$ cat config.mk
export PLATFORM = sky130hd
export DESIGN_NAME = fetch_sequencer
export DESIGN_NICKNAME = d
export VERILOG_FILES = /design/src/rtl/fetch_sequencer.sv
export SDC_FILE = /design/constraint.sdc
export NUM_CORES = 1
export LEC_CHECK = 0
export CAP_MARGIN = 15
export CELL_PAD_IN_SITES_DETAIL_PLACEMENT = 1
export CELL_PAD_IN_SITES_GLOBAL_PLACEMENT = 1
export CORE_UTILIZATION = 31
export DETAILED_ROUTE_END_ITERATION = 10
export HOLD_SLACK_MARGIN = 0.06
export PLACE_DENSITY_LB_ADDON = 0.15
export SLEW_MARGIN = 20
export SYNTH_ARGS = -nofsm -noshare
export SYNTH_HDL_FRONTEND = slang
export SYNTH_SLANG_ARGS = --single-unit
$ cat constraint.sdc
create_clock -name clock -period 2.85 [get_ports clock]
set_input_delay 0.4275 -clock clock [delete_from_list [all_inputs] [get_ports clock]]
set_output_delay 0.4275 -clock clock [all_outputs]
set_load 0.005 [all_outputs]
$ cat src/rtl/fetch_sequencer.sv
// Instruction fetch/sequencing unit: owns the PC, runs the port-A read handshake,
// latches the instruction for the control FSM, and supports single-step debug.
module fetch_sequencer #(
  parameter int unsigned       ADDR_W   = 16,
  parameter int unsigned       INSTR_W  = 16,
  parameter int unsigned       DISP_W   = 8,
  parameter int unsigned       CNT_W    = 16,
  parameter logic [ADDR_W-1:0] RESET_PC = '0
) (
  input  logic               clock,
  input  logic               reset,
  // memory port A
  output logic               mem_req,
  output logic [ADDR_W-1:0]  mem_addr,
  input  logic [INSTR_W-1:0] mem_rdata,
  input  logic               mem_ready,
  // control FSM interface
  output logic [INSTR_W-1:0] instr,
  output logic               instr_valid,
  input  logic               exec_done,
  input  logic               branch_take,
  input  logic [DISP_W-1:0]  branch_disp,
  input  logic               jump_take,
  input  logic [ADDR_W-1:0]  jump_addr,
  // debug
  input  logic               step_mode,
  input  logic               step,
  // status
  output logic [ADDR_W-1:0]  pc,
  output logic [ADDR_W-1:0]  pc_plus1,
  output logic [CNT_W-1:0]   retired,
  output logic [1:0]         state
);

  typedef enum logic [1:0] {
    StIdle  = 2'd0,
    StFetch = 2'd1,
    StExec  = 2'd2,
    StHold  = 2'd3
  } state_e;

  state_e              state_q, state_d;
  logic [ADDR_W-1:0]   pc_q, pc_d;
  logic [INSTR_W-1:0]  instr_q, instr_d;
  logic [CNT_W-1:0]    retired_q, retired_d;

  logic [ADDR_W-1:0]   disp_ext;
  logic [ADDR_W-1:0]   pc_inc;
  logic [ADDR_W-1:0]   pc_branch;
  logic [ADDR_W-1:0]   pc_target;

  // Next-PC candidates; all arithmetic wraps at the address width.
  always_comb begin
    disp_ext  = ADDR_W'($signed(branch_disp));
    pc_inc    = pc_q + ADDR_W'(1);
    pc_branch = pc_q + disp_ext;
    if (jump_take) begin
      pc_target = jump_addr;
    end else if (branch_take) begin
      pc_target = pc_branch;
    end else begin
      pc_target = pc_inc;
    end
  end

  always_ff @(posedge clock) begin
    if (reset) begin
      state_q   <= StIdle;
      pc_q      <= RESET_PC;
      instr_q   <= '0;
      retired_q <= '0;
    end else begin
      state_q   <= state_d;
      pc_q      <= pc_d;
      instr_q   <= instr_d;
      retired_q <= retired_d;
    end
  end

  always_comb begin
    state_d   = state_q;
    pc_d      = pc_q;
    instr_d   = instr_q;
    retired_d = retired_q;
    unique case (state_q)
      StIdle: begin
        state_d = StFetch;
      end
      StFetch: begin
        if (mem_ready) begin
          instr_d = mem_rdata;
          state_d = StExec;
        end
      end
      StExec: begin
        if (exec_done) begin
          pc_d      = pc_target;
          retired_d = retired_q + CNT_W'(1);
          state_d   = step_mode ? StHold : StFetch;
        end
      end
      StHold: begin
        // A step pulse and dropping step_mode both release; together they still fetch once.
        if (step || !step_mode) begin
          state_d = StFetch;
        end
      end
      default: begin
        state_d = StIdle;
      end
    endcase
  end

  // Strobes decode from the state register, masked while reset is held.
  assign mem_req     = (state_q == StFetch) && !reset;
  assign instr_valid = (state_q == StExec) && !reset;
  assign mem_addr    = pc_q;
  assign instr       = instr_q;
  assign pc          = pc_q;
  assign pc_plus1    = pc_inc;
  assign retired     = retired_q;
  assign state       = state_q;

endmodule

* Word level (Yosys, flattened, before mapping) *
Cells that the tools add are included.

storage, ports and cells
  bits in registers = 50
  bits in latches = 0
  bits in writable memories = 0
  memory bits (read-only) = 0
  bits of input ports = 48
  output and inout bits = 84
  word-level logic and storage cells = 29
  memories = 0

cells by class
  $add $sub $neg = 3
  $mul = 0
  div/mod/pow operators = 0
  magnitude comparators = 0
  eq/ne operators = 6
  shifts and indexed selects = 0
  muxes and demuxes = 7
  bitwise operators = 0
  reductions and logical operators = 9

operator list
  kind                   number
  $add 16x1->16 const B  2
  $mux 16                2
  $add 16x16->16         1
  $mux 2                 4
  $pmux 2 s4             1
  $ne 2x2->1 const B     3
  $eq 2x2->1 const B     2
  $reduce_and 2->1       2
  $reduce_and 3->1       1
  $eq 2x1->1 const B     1
  $logic_and 1x1->1      2
  $logic_not 1->1        2
  $logic_not 2->1        1
  $logic_or 1x1->1       1

* Depth between registers and ports, before layout *
Gate-level depths: netlist of the first run.

  depth in word-level cells = 4
  gate-level depth with buffers = 9
  mapped depth without buffers = 8

* Worst setup path after synthesis of the first run *
Ideal clock, no wire load.

  kind = input port to flip-flop
  start point = in branch_disp[0]
  end point = reg pc_q[14], in the netlist mem_addr[14]
  setup time = 0.103 ns
  arrival time = 2.114 ns
  data required time = 2.747 ns
  setup slack = 0.632 ns
  stages = 8
  buffers on the path = 0
  cells stage by stage = ha_1 -> fa_1 -> a211oi_1 -> o211ai_1 -> nand2_1 -> o31ai_2 -> xnor2_1 -> a2111oi_2

on the way
  cells in the longest elaborated chain, start to end = 3

RTL lines
  element               RTL line  text
  start, declared       22        input logic [DISP_W-1:0] branch_disp,
  $add 16x16->16        56        pc_branch = pc_q + disp_ext;
  $mux 16               59        end else if (branch_take) begin
  $mux 16               57        if (jump_take) begin
  end signal, assigned  74        pc_q <= pc_d;
  end, declared         43        logic [ADDR_W-1:0] pc_q, pc_d;

No other way between the ends.
A chain may end at the register's enable or synchronous reset.

* Worst setup path after layout of the first run *
  start point = reg pc_q[0], in the netlist mem_addr[0]
  end point = out pc_plus1[15]

on the way
  cells in the longest elaborated chain, start to end = 1

RTL lines
  element        RTL line  text
  $add 16x1->16  55        pc_inc = pc_q + ADDR_W'(1);
  end, declared  30        output logic [ADDR_W-1:0] pc_plus1,

No other way between the ends.

==> results of run 1 <==
-- flip-flops by register name, indices dropped and copies added (netlist names) --
register	count
retired	16
mem_addr	16
instr	16
state	2
-- how the worst max path moves through the flow --
stage	from	to
floorplan	branch_disp[0]	mem_addr[14]$_SDFFE_PP0P_
global placement	branch_disp[0]	mem_addr[12]$_SDFFE_PP0P_
detailed placement	branch_disp[0]	mem_addr[14]$_SDFFE_PP0P_
CTS	mem_addr[0]$_SDFFE_PP0P_	pc_plus1[15]
global route	mem_addr[0]$_SDFFE_PP0P_	pc_plus1[12]
finish	mem_addr[0]$_SDFFE_PP0P_	pc_plus1[15]
-- what timing repair did --
action / CTS / global route
endpoints found under the hold margin: 0 / 0
gates resized for setup: 2 / 3
endpoints found under the setup margin: 5 / 2
cloned: 0 / 0
-- through the flow --
stage | power [mW] | instances | utilization
floorplan | 0.933 | 442 | -
global placement | 1.12 | 699 | 0.465
detailed placement | 1.13 | 699 | 0.465
CTS | 1.64 | 707 | 0.476
global route | 1.70 | 707 | 0.477
finish | 1.62 | 707 | 0.477
-- routing by layer --
layer	vias to the layer above	GRT usage	wire [um]
li1	1793	-	-
met1	1732	0.257	5110
met2	95	0.364	5640
met3	14	0.0340	497
met4	0	0.0401	187
met5	-	0	0
-- layout make-up --
class / count / share of cell area
Clock buffer: 5 / 0.0138
Clock inverter: 3 / 0.00878
Inverter: 10 / 0.00753
Multi-Input combinational cell: 349 / 0.437
Sequential cell: 50 / 0.202
Tap cell: 136 / 0.0341
Timing Repair Buffer: 154 / 0.297
-- report_power, final --
part | leakage [nW] | total [mW] | switching (mW) | internal (mW)
Sequential | 0.406 | 0.740 | 0.0196 | 0.721
Clock | 0.0585 | 0.508 | 0.245 | 0.264
Combinational | 1.42 | 0.370 | 0.178 | 0.193
-- logic make-up (layout without fill, tap and decap cells) --
group                    after synthesis  after routing  synth area share
AND/OR/NAND/NOR                      179            179             0.245
AO/OA/AOI/OAI                        102            102             0.191
flip-flops                            50             50             0.294
buffers and inverters                 43            172            0.0651
XOR/XNOR                              37             37            0.0953
adder cells (fa/ha/maj)               21             21            0.0795
multiplexers                          10             10            0.0298
-- cells in the final DEF, fill, tap and decap left out, drive strengths merged, types with 2 or more instances in the layout --
master / count
a2111oi: 2
a211oi: 12
a21o: 5
a21oi: 39
a31oi: 5
and2: 4
and3: 9
and4: 3
buf: 24
clkbuf: 5
clkdlybuf4s50: 130
dfxtp: 50
ha: 20
inv: 11
mux2i: 9
nand2: 74
nand2b: 3
nand3: 17
nand4: 8
nor2: 40
nor2b: 2
nor3: 11
o211ai: 5
o21ai: 21
o221ai: 2
o31ai: 2
or2: 2
or3: 3
xnor2: 18
xor2: 19
-- worst reg2reg max path: stages (launching register included) --
cell       delay, ns
dfxtp_1         0.33
buf_4           0.17
ha_1            0.37
o21ai_1         0.25
o21ai_1         0.17
a2111oi_2       0.52
o31ai_1         0.20
mux2i_1         0.18
o2111ai_1       0.12
==> results.py, run 1 <==
metrics = {
    "drt": {
        "vias": 3634,
        "drc": 0,
        "drtAntennaViolNets": 0,
        "drt_first_iter_violations": 145,
        "wl_mm": 11.4,
        "firstDrtPassIters": 4,
        "vias_per_cell": 5.14,
        "post_drt_wl_per_cell_um": 16.2,
    },
    "worst_setup_path": {
        "cp-start-kind": "flop",
        "critPathMaxFanout": 9,
        "arrival_ns": 2.28,
        "path_depth": 5,
        "crit_buf_inv": 1,
        "crit_chain": "nand2_1, or4_4, nor2_2, xor2_1, clkdlybuf4s50_1",
        "reg2reg_to": "mem_addr[15]$_SDFFE_PP0P_",
        "criticalPathCategory": "reg2out",
        "reg2regPathDepth": 8,
        "crit_required_ns": 2.42,
        "slowest_stage": "or4_4",
        "r2r_start": "mem_addr[2]$_SDFFE_PP0P_",
        "cpPeakStageDelay_ns": 0.60,
        "critPathTopFamily": "simple AND/OR/NAND/NOR gates",
        "cp-end-kind": "output pin",
        "reg2reg_setup_slack_ns": 0.42,
    },
    "power_and_ir_drop": {
        "vdd_drop_max_v": 0.000347,
        "p_per_area_mw_per_mm2": 325,
        "p_leak_nw": 1.89,
    },
    "logic_synthesis": {
        "synth_cell_types": 53,
        "ys_seq_elements": 50,
        "async_flop_share": 0,
        "yosysMostFrequentCell": "nand2_1",
        "ys.flop_type": "dfxtp_1",
        "synth_area_per_cell_sq_um": 7.69,
        "synthCells": 442,
        "synthTopCellsByArea": "dfxtp_1 (29%), nand2_1 (8.2%), ha_1 (7.4%)",
        "synth_edf_count": 0,
        "synth_top_area_share": 0.294,
        "netlist_area_sq_mm": 0.00340,
        "yosys-top-cells-count": "nand2_1 (74), dfxtp_1 (50), a21oi_1 (39), nor2_1 (39), ha_1 (20)",
        "ys_warn_count": 0,
        "ys_seq_area_frac": 0.294,
        "synth_top_cell_by_area": "dfxtp_1",
        "synth_nets": 511,
    },
    "final_layout": {
        "multiInputGateArea_sq_mm": 0.00218,
        "regArea_sq_mm": 0.00101,
        "layout.nets": 639,
        "num_antenna_cells": 0,
        "post-route-cell-area_sq_mm": 0.00499,
        "area_growth_pct": 46.7,
        "n_fill_cell": 1317,
        "drive_gt1_frac": 0.0841,
    },
    "sta": {
        "finalMaxSlewViolations": 0,
        "period_needed_ns": 2.71,
        "setup_slack_ns": 0.138,
        "rsz0062_at_grt": "no",
        "finalSetupViolCount": 0,
        "finalHoldViolCount": 0,
        "max_clock_freq_mhz": 369,
        "tightest_slew_ns": 0.568,
        "finalCritPeriodShare": 0.952,
        "slew_headroom": 0.621,
        "fin_skew_ns": 0.00647,
        "whs_ns": 0.462,
        "setup-tns-final_ns": 0,
    },
    "placement": {
        "io_buffers": 131,
        "pre_cts_ws_ns": -0.0166,
        "dpl_cell_area_sq_mm": 0.00486,
        "gp_congestion": 0.877,
        "detailed_place_hpwl_mm": 9.11,
    },
    "clock_tree": {
        "clock_path_buffers": 2,
        "htreeDepth": 2,
        "cts_buffers": 5,
        "cts_hold_buf": 0,
        "clk_pin_slew_ns": 0.09,
        "root_buffer": "clkbuf_8",
        "cts_tree": "built",
        "cts_setup_buffers": 0,
        "numClockSinks": 50,
        "clk-insertion-delay-late_ns": 0.29,
    },
    "global_routing": {
        "antenna_found_initial": 0,
        "grt_pass1_wl_mm": 18.6,
        "overflow": 0,
        "grt_max_degree": 27,
        "grt_usage": 0.204,
        "grt_pass1_vias": 3736,
    },
    "floorplanning": {
        "die_h_um": 107,
        "dieArea_sq_mm": 0.0114,
        "io-pin-count": 132,
        "core_area_sq_mm": 0.0105,
        "rows": 37,
        "start_util": 0.325,
        "die_x_um": 107,
    },
    "hold_path": {
        "hold_start": "instr[1]$_SDFFE_PP0P_",
        "hold_path.class": "reg2reg",
        "holdPathEnd": "instr[1]$_SDFFE_PP0P_",
        "hold_path_depth": 2,
    },
    "job": {
        "drv_cap": 0,
    },
    "run_status": {
        "run_status": "completed",
    },
}
Power figures use the tool's default switching activity.
==> inputs of run 2 (changes only) <==
--- a/config.mk
+++ b/config.mk
@@ -12,7 +12,7 @@
 export DETAILED_ROUTE_END_ITERATION = 10
 export HOLD_SLACK_MARGIN = 0.06
 export PLACE_DENSITY_LB_ADDON = 0.15
-export SLEW_MARGIN = 20
+export SLEW_MARGIN = 10
 export SYNTH_ARGS = -nofsm -noshare
 export SYNTH_HDL_FRONTEND = slang
 export SYNTH_SLANG_ARGS = --single-unit
==> results of run 2 <==
No change in the layout: final DEF, timing and power equal those of run 1.
